$ cat src/rtl/brpuf_pkg.sv
// Shared types and default constants for the bistable-ring PUF evaluation controller.
package brpuf_pkg;

    localparam int CHAL_W            = 32;
    localparam int DEF_RESET_CYCLES  = 4;
    localparam int DEF_SETTLE_CYCLES = 64;
    localparam int DEF_EVALS         = 5;

    typedef enum logic [2:0] {
        ST_IDLE,
        ST_RESET,
        ST_SETTLE,
        ST_SAMPLE,
        ST_DONE
    } state_t;

endpackage

$ cat src/rtl/brpuf_sync2.sv
// Two-flop synchronizer bringing the asynchronous ring response into the clk domain.
module brpuf_sync2 (
    input  logic clk,
    input  logic reset,
    input  logic d,
    output logic q
);

    logic meta;

    // Two back-to-back flops; both clear to 0 on reset.
    always_ff @(posedge clk) begin
        if (reset) begin
            meta <= 1'b0;
            q    <= 1'b0;
        end else begin
            meta <= d;
            q    <= meta;
        end
    end

endmodule

$ cat src/rtl/brpuf_eval_ctrl.sv
// Bistable-ring PUF sequencer: reset/settle/sample the ring EVALS times and
// majority-vote the synchronized response into one bit.
// Optional build macro BRPUF_STABILITY_EN adds the sample-disagreement flag.
module brpuf_eval_ctrl
    import brpuf_pkg::*;
#(
    parameter int RESET_CYCLES  = DEF_RESET_CYCLES,
    parameter int SETTLE_CYCLES = DEF_SETTLE_CYCLES,
    parameter int EVALS         = DEF_EVALS
) (
    input  logic              clk,
    input  logic              reset,
    input  logic              start,
    input  logic [CHAL_W-1:0] challenge_in,
    output logic              busy,
    output logic              done,
    output logic              resp_out,
    output logic              unstable,
    output logic [CHAL_W-1:0] ring_challenge,
    output logic              ring_reset,
    input  logic              ring_response
);

    localparam int PH_MAX = (RESET_CYCLES > SETTLE_CYCLES) ? RESET_CYCLES : SETTLE_CYCLES;
    localparam int PH_W   = (PH_MAX > 1) ? $clog2(PH_MAX) : 1;
    localparam int CNT_W  = $clog2(EVALS + 1);

    localparam logic [PH_W-1:0]  R_LAST = PH_W'(RESET_CYCLES - 1);
    localparam logic [PH_W-1:0]  S_LAST = PH_W'(SETTLE_CYCLES - 1);
    localparam logic [CNT_W-1:0] E_LAST = CNT_W'(EVALS - 1);
    localparam logic [CNT_W-1:0] HALF   = CNT_W'(EVALS / 2);

    state_t            state_q, state_d;
    logic [PH_W-1:0]   phase_q;
    logic [CNT_W-1:0]  eval_q;
    logic [CNT_W-1:0]  ones_q;
    logic [CNT_W-1:0]  ones_next;
    logic              resp_sync;
    logic              accept;
    logic              last_sample;

    brpuf_sync2 u_sync (
        .clk   (clk),
        .reset (reset),
        .d     (ring_response),
        .q     (resp_sync)
    );

    // Next-state decode and per-cycle qualifiers.
    always_comb begin
        state_d     = state_q;
        accept      = (state_q == ST_IDLE) && start;
        last_sample = (state_q == ST_SAMPLE) && (eval_q == E_LAST);
        ones_next   = ones_q + CNT_W'(resp_sync);
        case (state_q)
            ST_IDLE:   if (start) state_d = ST_RESET;
            ST_RESET:  if (phase_q == R_LAST) state_d = ST_SETTLE;
            ST_SETTLE: if (phase_q == S_LAST) state_d = ST_SAMPLE;
            ST_SAMPLE: state_d = (eval_q == E_LAST) ? ST_DONE : ST_RESET;
            ST_DONE:   state_d = ST_IDLE;
            default:   state_d = ST_IDLE;
        endcase
    end

    // State register.
    always_ff @(posedge clk) begin
        if (reset) state_q <= ST_IDLE;
        else       state_q <= state_d;
    end

    // Phase counter restarts on every state change; evaluation and ones counters
    // clear on acceptance and advance once per SAMPLE.
    always_ff @(posedge clk) begin
        if (reset) begin
            phase_q <= '0;
            eval_q  <= '0;
            ones_q  <= '0;
        end else begin
            if (state_d != state_q)
                phase_q <= '0;
            else if (state_q == ST_RESET || state_q == ST_SETTLE)
                phase_q <= phase_q + PH_W'(1);
            if (accept) begin
                eval_q <= '0;
                ones_q <= '0;
            end else if (state_q == ST_SAMPLE) begin
                eval_q <= eval_q + CNT_W'(1);
                ones_q <= ones_next;
            end
        end
    end

    // Outputs are registered from the next state so they line up with it.
    // The vote folds in the final sample directly so resp_out is ready in DONE.
    always_ff @(posedge clk) begin
        if (reset) begin
            busy           <= 1'b0;
            done           <= 1'b0;
            resp_out       <= 1'b0;
            ring_challenge <= '0;
            ring_reset     <= 1'b1;
        end else begin
            busy       <= (state_d == ST_RESET) || (state_d == ST_SETTLE) ||
                          (state_d == ST_SAMPLE);
            done       <= (state_d == ST_DONE);
            ring_reset <= (state_d == ST_IDLE) || (state_d == ST_RESET) ||
                          (state_d == ST_DONE);
            if (accept)
                ring_challenge <= challenge_in;
            if (last_sample)
                resp_out <= (ones_next > HALF);
        end
    end

`ifdef BRPUF_STABILITY_EN
    logic first_q;
    logic diff_q;

    // Remember the first sample and flag any later sample that disagrees with it.
    always_ff @(posedge clk) begin
        if (reset) begin
            first_q  <= 1'b0;
            diff_q   <= 1'b0;
            unstable <= 1'b0;
        end else begin
            if (accept)
                diff_q <= 1'b0;
            if (state_q == ST_SAMPLE) begin
                if (eval_q == '0)
                    first_q <= resp_sync;
                else if (resp_sync != first_q)
                    diff_q <= 1'b1;
            end
            if (last_sample)
                unstable <= diff_q | ((eval_q != '0) && (resp_sync != first_q));
        end
    end
`else
    assign unstable = 1'b0;
`endif

endmodule
$ cat config.mk
export PLATFORM = sky130hd
export DESIGN_NAME = brpuf_eval_ctrl
export DESIGN_NICKNAME = d
export VERILOG_FILES = /design/src/rtl/brpuf_pkg.sv /design/src/rtl/brpuf_sync2.sv /design/src/rtl/brpuf_eval_ctrl.sv
export SDC_FILE = /design/constraint.sdc
export NUM_CORES = 1
export LEC_CHECK = 0
export ABC_AREA = 1
export BUFFER_PORTS_ARGS = -buffer_cell sky130_fd_sc_hd__buf_4
export CORE_MARGIN = 1
export CORE_UTILIZATION = 46
export CTS_BUF_LIST = sky130_fd_sc_hd__clkbuf_4 sky130_fd_sc_hd__clkbuf_8
export CTS_CLUSTER_SIZE = 14
export DETAILED_ROUTE_END_ITERATION = 7
export PLACE_DENSITY = 0.88
export SLEW_MARGIN = 20
export SYNTH_ARGS = -nofsm -noshare
export SYNTH_HDL_FRONTEND = slang
export SYNTH_SLANG_ARGS = --single-unit
$ cat constraint.sdc
create_clock -name clk -period 1.08 [get_ports clk]
set_input_delay 0.162 -clock clk [delete_from_list [all_inputs] [get_ports clk]]
set_output_delay 0.162 -clock clk [all_outputs]
set_load 0.01 [all_outputs]
Yosys cells after proc, flatten, opt, wreduce, memory -nomap -nowiden
Index checks and enable logic that the tools add are counted.
- add/sub/neg operators: 3
- magnitude comparators: 1
- equality and inequality tests: 11
- mux-type cells: 5
- reduce and logical (&&, ||, !) cells: 11
- operator list (kind ; count):
    $eq 3x2->1 const B ; 4
    $mux 3 ; 4
    $pmux 3 s4 ; 1
    $add 6x1->6 const B ; 1
    $eq 3x1->1 const B ; 2
    $eq 3x3->1 const B ; 2
    $eq 6x2->1 const B ; 1
    $eq 6x6->1 const B ; 1
    $logic_not 3->1 ; 2
    $logic_or 1x1->1 ; 5
    $reduce_or 2->1 ; 2
    $add 3x1->3 ; 1
    $add 3x1->3 const B ; 1
    $gt 3x2->1 const B ; 1
    $ne 3x3->1 ; 1
    $logic_and 1x1->1 ; 2
- register bits: 53
- input bits: 36
- output and inout port bits: 37
- logic and storage cells: 42

Longest topological paths before layout
Gate-level depths: netlist of run 1.
- word-level depth: 6
- depth in mapped cells: 10
- gate-level depth less buffers: 10

By module
From an unflattened synthesis of run 1, not the netlist that was laid out.
- cell total of the unflattened synthesis: 275
- area total of the unflattened synthesis: 2149.6 um^2
- by module, submodules not included (module ; times used ; cells each ; area an instance (um^2) ; seq. area each (um^2)):
    brpuf_eval_ctrl ; 1 ; 269 ; 2094.5 ; 1021.0
    brpuf_sync2 ; 1 ; 6 ; 55.1 ; 40.0

Least setup slack after synthesis of run 1
OpenSTA, ideal clock, no wires.
- kind: register -> register
- start: register eval_q[0]
- end: register phase_q[5]
- setup time: 115 ps
- data arrival time: 1066 ps
- data required time: 965 ps
- path slack: -101 ps
- cell stages (with the launch flop): 11
- buffers on the path: 0
- period minus slack after synthesis: 1181 ps
- path through: dfxtp_1 -> inv_1 -> ha_1 -> nand2_1 -> inv_1 -> nor2_1 -> nor2_1 -> nand2_1 -> nand2_1 -> nand2_2 -> nor2_1
- word-level cells in the longest chain between the ends: 5
- RTL lines (item ; line ; RTL):
    start, declared ; brpuf_eval_ctrl.sv:35 ; logic [CNT_W-1:0] eval_q;
    start signal, assigned ; brpuf_eval_ctrl.sv:87 ; eval_q <= eval_q + CNT_W'(1);
    $eq 3x3->1 ; brpuf_eval_ctrl.sv:59 ; ST_SAMPLE: state_d = (eval_q == E_LAST) ? ST_DONE : ST_RESET;
    $mux 3 ; brpuf_eval_ctrl.sv:59 ;
    $pmux 3 s4 ; brpuf_eval_ctrl.sv:55 ; case (state_q)
    $ne 3x3->1 ; brpuf_eval_ctrl.sv:79 ; if (state_d != state_q)
    $reduce_or 2->1 (no line) ; n/a ;
    end signal, assigned ; brpuf_eval_ctrl.sv:82 ; phase_q <= phase_q + PH_W'(1);
    end, declared ; brpuf_eval_ctrl.sv:34 ; logic [PH_W-1:0] phase_q;
Every way passes these cells.
A chain may end at the register's enable or synchronous reset.

Final worst setup path of run 1
- start: register state_q[2]
- end: register phase_q[0]
- word-level cells in the longest chain between the ends: 4
- elaborated cells between the ends (all ways): 11
- those cells by class: 4 x eq/ne; 4 x mux; 3 x reduce/logical
- RTL lines (item ; line ; RTL):
    start, declared ; brpuf_eval_ctrl.sv:33 ; state_t state_q, state_d;
    start signal, assigned ; brpuf_eval_ctrl.sv:68 ; else state_q <= state_d;
    $eq 3x2->1, or another cell as far along ; brpuf_eval_ctrl.sv:55 ;
    $pmux 3 s4 ; brpuf_eval_ctrl.sv:55 ;
    $ne 3x3->1 ; brpuf_eval_ctrl.sv:79 ;
    $reduce_or 2->1 (no line) ; n/a ;
Parallel ways exist; a longest one is shown, timed or not.

==> flow_summary.yaml, run 1 <==
placed_design:
  io_buffers: 71
  dp_hpwl_mm: 3.62
  place.gp.congestion: 0.877
die:
  fp.dieW_um: 69.4
  initial_core_util: 0.480
  core-area_sq_um: 4350
  chipHeight_um: 69.4
  boundaryPins: 73
  die_area_sq_um: 4820
  rows: 24
logic_synthesis:
  syn_nets: 323
  synth-warning-count: 0
  synth_top_area_frac: 0.508
  seq_area_frac_synth: 0.508
  syn_avg_cell_area_sq_um: 7.41
  yosysMostFrequentCell: "nor2_1"
  syn_area_sq_um: 2090
  ys_top_cells_by_area: "dfxtp_1, nor2_1, o21ai_0"
  synth_top_area_cell: "dfxtp_1"
  synth_edf_count: 0
  yosys-top-cells-count: "nor2_1, dfxtp_1, nand2_1, o21ai_0, inv_1"
  ys_seq_elements: 53
  synthFlopType: "dfxtp_1"
  synthCells: 282
  ys_types: 22
  ys_async_sr_fraction: 0
setup_path:
  rr_worst_depth: 9
  r2r_start: "state_q[2]"
  cp.arrival_ns: 1.52
  r2r_end: "phase_q[0]"
  critPathLaunchType: "flip-flop"
  required_ns: 1.28
  end_kind: "flip-flop"
  cp_max_fo: 6
  reg2reg_slack_ns: -0.24
  path_class: "reg2reg"
clocking:
  cts_tree: "yes"
  clockBufferDepth: 2
  clk_pin_slew_ns: 0.09
  worstSkewPairLatency_ns: 0.30
  clock-sinks: 53
  cts_buffers: 5
  root_buffer: "clkbuf_8"
  cts_hold_buf: 0
  htree_levels: 2
grt:
  grt.total_usage: 0.237
  grt_pass1_vias: 2078
  grt_pass1_wl_mm: 9.21
  grt-ovfl-total: 0
  grt_max_degree: 19
  antenna_found_initial: 0
routing:
  drt_iter0_markers: 232
  via_per_inst: 5.22
  routed_wl_mm: 6.73
  drc: 0
  drtAntennaViolNets: 0
  dr.pass1.iters: 7
  wl_per_cell_um: 15.5
  num_vias: 2272
sta:
  fin_crit_sh: 1.22
  fmaxAchievable_mhz: 760
  hold_viol: 0
  whs_ns: 0.0614
  setup_violations: 42
  final.setup.worst_slack_ns: -0.236
  drv_slew: 0
  rsz0062_at_grt: "yes"
  finalSetupTns_ns: -4.23
  fin_skew_ns: 0.00843
  fin_crit_ns: 1.32
outcome:
  status: "finished with violations"
  violations: "setup timing"
min_path:
  min-delay-start: "challenge_in[9]"
  hold_depth: 3
  whs_endpoint: "ring_challenge[9]"
  min_path_type: "in2reg"
cells_and_area:
  area_delta_synth_final_pct: 60.0
  nNetsFinal: 423
  drive_above_1_share: 0.457
  n_antenna_cell: 0
  final_util: 0.768
flow_run:
  cap_violations: 0
pwr:
  ir_worst_vdd_mv: 1.36
  leakagePower_nw: 1.54
  power.density_nw_per_um2: 1470
==> how the worst max path moves through the flow <==
stage,startpoint,end,cells past startpoint
final,state_q[2],phase_q[0],9
after CTS,eval_q[0],phase_q[1],10
after global placement,state_q[1],ring_challenge[22],5
after floorplan,eval_q[0],phase_q[3],10
after global routing,state_q[2],phase_q[0],9
after detailed placement,state_q[1],ring_challenge[16],5
==> kinds of logic after synthesis <==
kind of cell             after synthesis  synth area share
buffers and inverters                 31            0.0617
AO/OA/AOI/OAI                         44             0.107
AND/OR/NAND/NOR                      143             0.271
other                                  1           0.00179
XOR/XNOR                               5            0.0210
flip-flops                            53             0.508
adder cells (fa/ha/maj)                5            0.0299
==> sequential cells by signal, indices dropped and copies added, names as in the netlist <==
signal / flops
busy: 1
u_sync.q: 1
ring_challenge: 32
ones_q: 3
done: 1
phase_q: 6
resp_out: 1
ring_reset: 1
state_q: 3
eval_q: 3
u_sync.meta: 1
==> worst max-delay path, cell delays in order, from the launching register on <==
cell	delay (ns)
dfxtp_4	0.38
inv_6	0.08
nand2_4	0.05
nor2_4	0.17
buf_12	0.15
nor2_4	0.04
nand2_1	0.07
nand2_1	0.06
nand2_2	0.15
nor2_1	0.07
==> layout by cell type, fill, tap and decap left out, types with 3 or more instances in the layout <==
cell / netlist / final
a21oi_1: 7 / 6
buf_4: 1 / 95
buf_6: 0 / 6
clkbuf_8: 0 / 6
dfxtp_1: 53 / 44
dfxtp_2: 0 / 6
dfxtp_4: 0 / 3
ha_4: 0 / 3
inv_1: 18 / 13
inv_2: 2 / 4
nand2_1: 36 / 24
nand2_2: 2 / 7
nand2_4: 0 / 6
nand3_1: 11 / 7
nand3_2: 0 / 4
nor2_1: 92 / 79
nor2_2: 1 / 6
nor2_4: 1 / 9
o21ai_0: 31 / 12
o21ai_1: 4 / 17
o21ai_2: 0 / 6
xor2_1: 4 / 3
==> timing repair <==
action | CTS | global route
endpoints found under the setup margin | 48 | 51
endpoints found under the hold margin | 0 | 0
pin swaps | 13 | 22
resized for setup | 29 | 66
buffers inserted | 5 | 4
gates cloned | 1 | 1
==> per-layer routing <==
layer / track usage / wire, um / share of wire / vias up
met1: 0.279 / 2710 / 0.40 / 1072
met2: 0.423 / 3410 / 0.51 / 94
met3: 0.0567 / 372 / 0.055 / 29
met5: 0 / 0 / 0 / -
met4: 0.0726 / 230 / 0.034 / 0
li1: - / - / - / 1077
==> area by class of cell <==
type / count / area [sq um]
clock inverters: 1 / 30.0
multi-input cells: 198 / 1150
clock buffers: 7 / 90.1
repair buffers: 104 / 841
fillers: 248 / 1010
flip-flops and latches: 53 / 1080
inverters: 20 / 85.1
well taps: 52 / 65.1
==> power breakdown <==
| part | switching, W | total (W) | internal, W |
|---|---|---|---|
| Combinational | 0.000649 | 0.00126 | 0.000614 |
| Clock | 0.000623 | 0.00140 | 0.000781 |
| Sequential | 0.000120 | 0.00226 | 0.00214 |
| Total | 0.00139 | 0.00492 | 0.00353 |
==> per-stage QoR <==
stage / total power [W] / cell area (sq um) / setup slack [ns] / std cells
CTS: 0.00469 / 3120 / -0.109 / 432
finish: 0.00492 / 3340 / -0.236 / 435
global placement: 0.00321 / 2860 / -0.0686 / 418
floorplan: 0.00275 / 2130 / 0.0000199 / 282
global route: 0.00513 / 3340 / -0.293 / 435
detailed placement: 0.00325 / 2860 / -0.0936 / 418
No activity file was read; power rests on OpenSTA's default activity.
==> run 2, diff against run 1 <==
--- a/config.mk
+++ b/config.mk
@@ -5,7 +5,6 @@
 export SDC_FILE = /design/constraint.sdc
 export NUM_CORES = 1
 export LEC_CHECK = 0
-export ABC_AREA = 1
 export BUFFER_PORTS_ARGS = -buffer_cell sky130_fd_sc_hd__buf_4
 export CORE_MARGIN = 1
 export CORE_UTILIZATION = 46
==> run 2 against run 1 <==
The flow still finishes with violations (setup timing). Setup slack worse by 0.20 ns. Power is 20% lower. Synthesized cell count is 13% lower. Combinational power is 46% lower. Critical path type unchanged. Highest routed layer unchanged.
==> flow_summary.yaml, run 2 <==
sta:
  hold_viol: 0
  rsz0062_at_grt: "yes"
  drv_slew: 0
  fin_crit_ns: 1.52
  final.setup.worst_slack_ns: -0.437
  fin_crit_sh: 1.40
  fin_skew_ns: 0.0119
  setup_violations: 51
  fmaxAchievable_mhz: 659
routing:
  drtAntennaViolNets: 0
  routed_wl_mm: 6.58
  via_per_inst: 5.62
  wl_per_cell_um: 16.2
  drt_iter0_markers: 84
  drc: 0
  dr.pass1.iters: 4
  num_vias: 2276
logic_synthesis:
  yosys-top-cells-count: "nand2_1, dfxtp_1, a21oi_1, clkbuf_1, nor2_1"
  yosysMostFrequentCell: "nand2_1"
  synth_top_area_frac: 0.507
  ys_top_cells_by_area: "dfxtp_1, nand2_1, a21oi_1"
  ys_async_sr_fraction: 0
  ys_types: 36
  synth_xor_area_frac: 0.0209
  synthCells: 246
  synthFlopType: "dfxtp_1"
  synth-warning-count: 0
  synthAdderAreaFrac: 0.0299
  synth_edf_count: 0
  synth_top_family_by_area: "simple AND/OR/NAND/NOR gates"
  synthMuxAreaShare: 0.0143
  seq_area_frac_synth: 0.507
  syn_avg_cell_area_sq_um: 8.51
  synth-simple-area-share: 0.237
  syn_area_sq_um: 2090
  ys_seq_elements: 53
  syn_nets: 287
  synth_compound_area_frac: 0.151
  synth_top_area_cell: "dfxtp_1"
setup_path:
  critPathLaunchType: "flip-flop"
  cp_top_family: "simple AND/OR/NAND/NOR gates"
  cp_max_fo: 7
  cp_slowest_stage_delay_ns: 0.43
  required_ns: 1.29
  path_class: "reg2reg"
  end_kind: "flip-flop"
  cp_slowest_cell: "or4_4"
  worst-path-buf-inv: 1
  crit_chain: "xnor2_2, buf_4, or4_4, a2111oi_4"
  cp.arrival_ns: 1.72
cells_and_area:
  fin_cells: 405
  largest_reg_flops: 32
  drive_above_1_share: 0.448
  nNetsFinal: 394
  regMostFlops: "ring_challenge"
  final_common_cell: "buf_4"
  mostFrequentLayoutCells: "buf_4, nand2_1, dfxtp_1"
  n_antenna_cell: 0
  top_regs: "ring_challenge (32), phase_q (6)"
  area_delta_synth_final_pct: 58.8
  final_util: 0.764
grt:
  antenna_found_initial: 0
  grt_max_degree: 40
  grt.total_usage: 0.239
  grt-ovfl-total: 0
  grt_pass1_wl_mm: 9.22
  grt_pass1_vias: 2120
placed_design:
  dp_hpwl_mm: 3.95
  place.gp.congestion: 0.819
  pre_cts_slack_ns: -0.552
  dpl.cell_count: 391
  io_buffers: 71
clocking:
  root_buffer: "clkbuf_8"
  htree_levels: 2
  cts_tree: "yes"
  clock-sinks: 53
  clk_pin_slew_ns: 0.09
  clockBufferDepth: 2
  worstSkewPairLatency_ns: 0.32
  cts_buffers: 5
die:
  fp.dieW_um: 69.5
  die_area_sq_um: 4830
  chipHeight_um: 69.5
  rows: 24
  boundaryPins: 73
  initial_core_util: 0.481
  core-area_sq_um: 4350
flow_run:
  cap_violations: 0
outcome:
  status: "finished with violations"
  violations: "setup timing"
pwr:
  leakagePower_nw: 1.40
  power.density_nw_per_um2: 1180
  ir_worst_vdd_mv: 0.748
min_path:
  min_path_type: "in2reg"
## run 2: changes by cell type in the layout (fill, tap and decap cells not counted), sizes merged, moves of 4 or more
cell / previous run / this run
a2111oi: 0 / 5
a21oi: 7 / 34
buf: 103 / 115
inv: 20 / 4
nand2: 38 / 68
nand3: 11 / 3
nor2: 94 / 8
nor3: 0 / 4
o21ai: 35 / 5
o31ai: 0 / 4
or4: 0 / 4
## run 2: layout make-up
class	count	area (sq um)
multi-input combinational	173	1150
sequential	53	1080
fill	261	1030
timing repair buffer	116	927
clock buffer	6	82.6
tap	52	65.1
inverter	4	15.0
clock inverter	1	7.51
## run 2: metal layers
layer	up-vias	share of wire	track usage
li1	1049	-	-
met1	1120	0.37	0.261
met2	87	0.54	0.430
met3	20	0.052	0.0581
met4	0	0.035	0.113
met5	-	0	0
## run 2: worst paths after layout
path / startpoint / endpoint / slack (ns) / cells after the start
max: state_q[0] / phase_q[4] / -0.44 / 4
min: ring_response / u_sync.meta / 0.06 / 2
max reg2reg: state_q[0] / phase_q[4] / -0.44 / 4
min reg2reg: u_sync.meta / u_sync.q / 0.46 / 1
## run 2: what timing repair did
action	in CTS	in global routing
pin swaps	4	5
endpoints found under the hold margin	0	0
endpoints found under the setup margin	51	51
cloned	0	4
gates resized for setup	14	27
hold buffers	0	0
buffers inserted	1	2
## run 2: per-stage QoR
step / instance area, sq um / total power (W) / setup TNS, ns / hold slack [ns]
2_1_floorplan: 2220 / 0.00241 / -13.02 / 0.290
3_3_place_gp: 3010 / 0.00268 / -14.34 / 0.380
3_5_place_dp: 3010 / 0.00271 / -15.23 / 0.383
4_1_cts: 3160 / 0.00382 / -14.55 / 0.0626
5_1_grt: 3330 / 0.00408 / -17.81 / 0.0521
6_report: 3330 / 0.00392 / -15.16 / 0.0601
## run 2: kinds of logic after synthesis
group,count (synthesis)
compound gates,53
fa+ha+maj,5
flops,53
other cells,1
simple gates,106
mux,3
xor+xnor,5
buf+inv,20
## run 2: power breakdown
part / internal (W) / leakage (nW) / switching [W]
registers: 0.00203 / 0.439 / 0.0000526
logic: 0.000353 / 0.921 / 0.000325
clock network: 0.000508 / 0.0433 / 0.000650
==> run 3, diff against run 2 <==
--- a/config.mk
+++ b/config.mk
@@ -7,12 +7,13 @@
 export LEC_CHECK = 0
 export BUFFER_PORTS_ARGS = -buffer_cell sky130_fd_sc_hd__buf_4
 export CORE_MARGIN = 1
-export CORE_UTILIZATION = 46
+export CORE_UTILIZATION = 47
 export CTS_BUF_LIST = sky130_fd_sc_hd__clkbuf_4 sky130_fd_sc_hd__clkbuf_8
 export CTS_CLUSTER_SIZE = 14
 export DETAILED_ROUTE_END_ITERATION = 7
-export PLACE_DENSITY = 0.88
+export PLACE_DENSITY = 0.89
 export SLEW_MARGIN = 20
 export SYNTH_ARGS = -nofsm -noshare
 export SYNTH_HDL_FRONTEND = slang
+export SYNTH_HIERARCHICAL = 1
 export SYNTH_SLANG_ARGS = --single-unit
==> run 3 against run 2 <==
The run still ends with setup timing left. Non-clock buffer count increased by 2. First-iteration DRC count increased to 3.1 times the previous value. Largest power group unchanged. Global-route usage is 3.9 points higher. Critical path depth up 2. Via count is 9.3% higher.
==> flow_summary.yaml, run 3 <==
sta:
  final.setup.worst_slack_ns: -0.509
  fin_crit_sh: 1.47
  fin_crit_ns: 1.59
  rsz0062_at_grt: "yes"
  setup_violations: 51
  hold_viol: 0
  fmaxAchievable_mhz: 629
  drv_slew: 0
  fin_skew_ns: 0.00692
grt:
  grt.total_usage: 0.278
  grt_pass1_vias: 2074
  antenna_found_initial: 0
  grt_pass1_wl_mm: 10.5
  grt-ovfl-total: 0
  grt_max_degree: 33
die:
  initial_core_util: 0.495
  chipHeight_um: 70.2
  boundaryPins: 73
  die_area_sq_um: 4920
  core-area_sq_um: 4410
  rows: 24
  fp.dieW_um: 70.2
placed_design:
  place.gp.congestion: 0.804
  pre_cts_slack_ns: -0.407
  dpl.cell_count: 378
  dp_hpwl_mm: 3.82
  io_buffers: 71
  place_area_sq_um: 2980
logic_synthesis:
  syn_nets: 282
  yosys-top-cells-count: "nand2_1, dfxtp_1, a21oi_1, nor2_1"
  syn_avg_cell_area_sq_um: 9.06
  synthFlopType: "dfxtp_1"
  synth_edf_count: 0
  ys_async_sr_fraction: 0
  syn_area_sq_um: 2180
  synth_top_area_frac: 0.486
  ys_types: 43
  synth-warning-count: 6
  synth_top_area_cell: "dfxtp_1"
  ys_seq_elements: 53
  seq_area_frac_synth: 0.486
  yosysMostFrequentCell: "nand2_1"
  synthCells: 241
  ys_top_cells_by_area: "dfxtp_1, nand2_1, a21oi_1"
routing:
  dr.pass1.iters: 5
  routed_wl_mm: 9.59
  num_vias: 2487
  wl_per_cell_um: 23.9
  via_per_inst: 6.20
  drtAntennaViolNets: 0
  drt_iter0_markers: 259
  drc: 0
pwr:
  switchingPower_w: 0.00177
  swShare: 0.338
  ir_worst_vdd_mv: 0.837
  leakagePower_nw: 1.62
  p_clk_frac: 0.230
  intPower_w: 0.00347
  combPwrFrac: 0.340
  seqPwrFrac: 0.430
  power.density_nw_per_um2: 1390
cells_and_area:
  multi_input_area_sq_um: 1470
  regMostFlops: "ring_challenge"
  stdcell_area_sq_um: 3780
  top_regs: "ring_challenge (32), phase_q (6)"
  seqCellArea_sq_um: 1080
  fill_cells: 184
  drive_above_1_share: 0.656
  largest_reg_flops: 32
  nNetsFinal: 389
  n_antenna_cell: 0
  area_delta_synth_final_pct: 72.9
  fin_cells: 401
  final_common_cell: "buf_4"
  mostFrequentLayoutCells: "buf_4, dfxtp_1, nand2_1"
  final_util: 0.855
min_path:
  min_path_type: "in2reg"
clocking:
  clk_pin_slew_ns: 0.10
  cts_buffers: 5
  htree_levels: 2
  clockBufferDepth: 2
  root_buffer: "clkbuf_8"
  worstSkewPairLatency_ns: 0.32
  cts_tree: "yes"
  clock-sinks: 53
setup_path:
  required_ns: 1.33
  path_class: "reg2reg"
  end_kind: "flip-flop"
  cp_max_fo: 7
  cp.arrival_ns: 1.84
  critPathLaunchType: "flip-flop"
outcome:
  status: "finished with violations"
  violations: "setup timing"
flow_run:
  cap_violations: 0
## run 3: repair_timing
action	CTS	global route
cloned	0	5
pin swaps	18	40
gates resized for setup	49	85
buffers inserted	9	1
setup endpoints to repair	51	51
hold buffers	0	0
## run 3: layer usage
metal,global-route usage,up-vias,part of all wire
li1,-,1041,-
met1,0.347,1191,0.37
met2,0.456,203,0.49
met3,0.0592,52,0.081
met4,0.131,0,0.054
met5,0,-,0
## run 3: path summary, 6_finish.rpt
check	start	endpoint	slack, ns	cells past startpoint
setup / recovery	state_q[1]	ring_challenge[21]	-0.51	6
hold / removal	ring_response	u_sync/meta	0.06	2
setup reg to reg	state_q[1]	ring_challenge[21]	-0.51	6
hold reg to reg	u_sync/meta	u_sync/q	0.45	1
## run 3: metrics by stage
stage	TNS, ns	power [W]	hold slack [ns]
after floorplan	-16.29	0.00286	0.226
after global routing	-22.98	0.00538	0.0734
after CTS	-15.48	0.00466	0.0593
after global placement	-15.39	0.00332	0.380
final	-21.67	0.00524	0.0587
after detailed placement	-17.27	0.00335	0.386
## run 3: critical path, stage by stage (launching register included)
cell       delay (ns)
dfxtp_4          0.40
buf_6            0.13
nor4b_4          0.36
buf_6            0.23
clkbuf_16        0.18
nand2_1          0.09
a21oi_1          0.15
## run 3: logic make-up after synthesis
kind of cell	share of synthesized area
DFF	0.486
muxes	0.0137
adders and majority gates	0.0286
buffers and inverters	0.0641
and+or+nand+nor	0.213
other	0.00172
AOI/OAI and AO/OA	0.170
xor gates and xnor gates	0.0235
## run 3: area by class of cell
| type | instances | share of cell area |
|---|---|---|
| clock buffer | 6 | 0.0202 |
| clock inverter | 2 | 0.00364 |
| sequential | 53 | 0.286 |
| tap | 52 | 0.0172 |
| inverter | 4 | 0.00398 |
| timing repair buffer | 118 | 0.280 |
| multi-input combinational | 166 | 0.389 |
## run 3: power groups by stage
stage	clock (W)	combinational, W	sequential, W
6_report	0.00120	0.00178	0.00226
5_1_grt	0.00128	0.00185	0.00226
3_5_place_dp	0	0.00110	0.00225
3_3_place_gp	0	0.00108	0.00224
2_1_floorplan	0	0.000584	0.00228
4_1_cts	0.00116	0.00129	0.00221
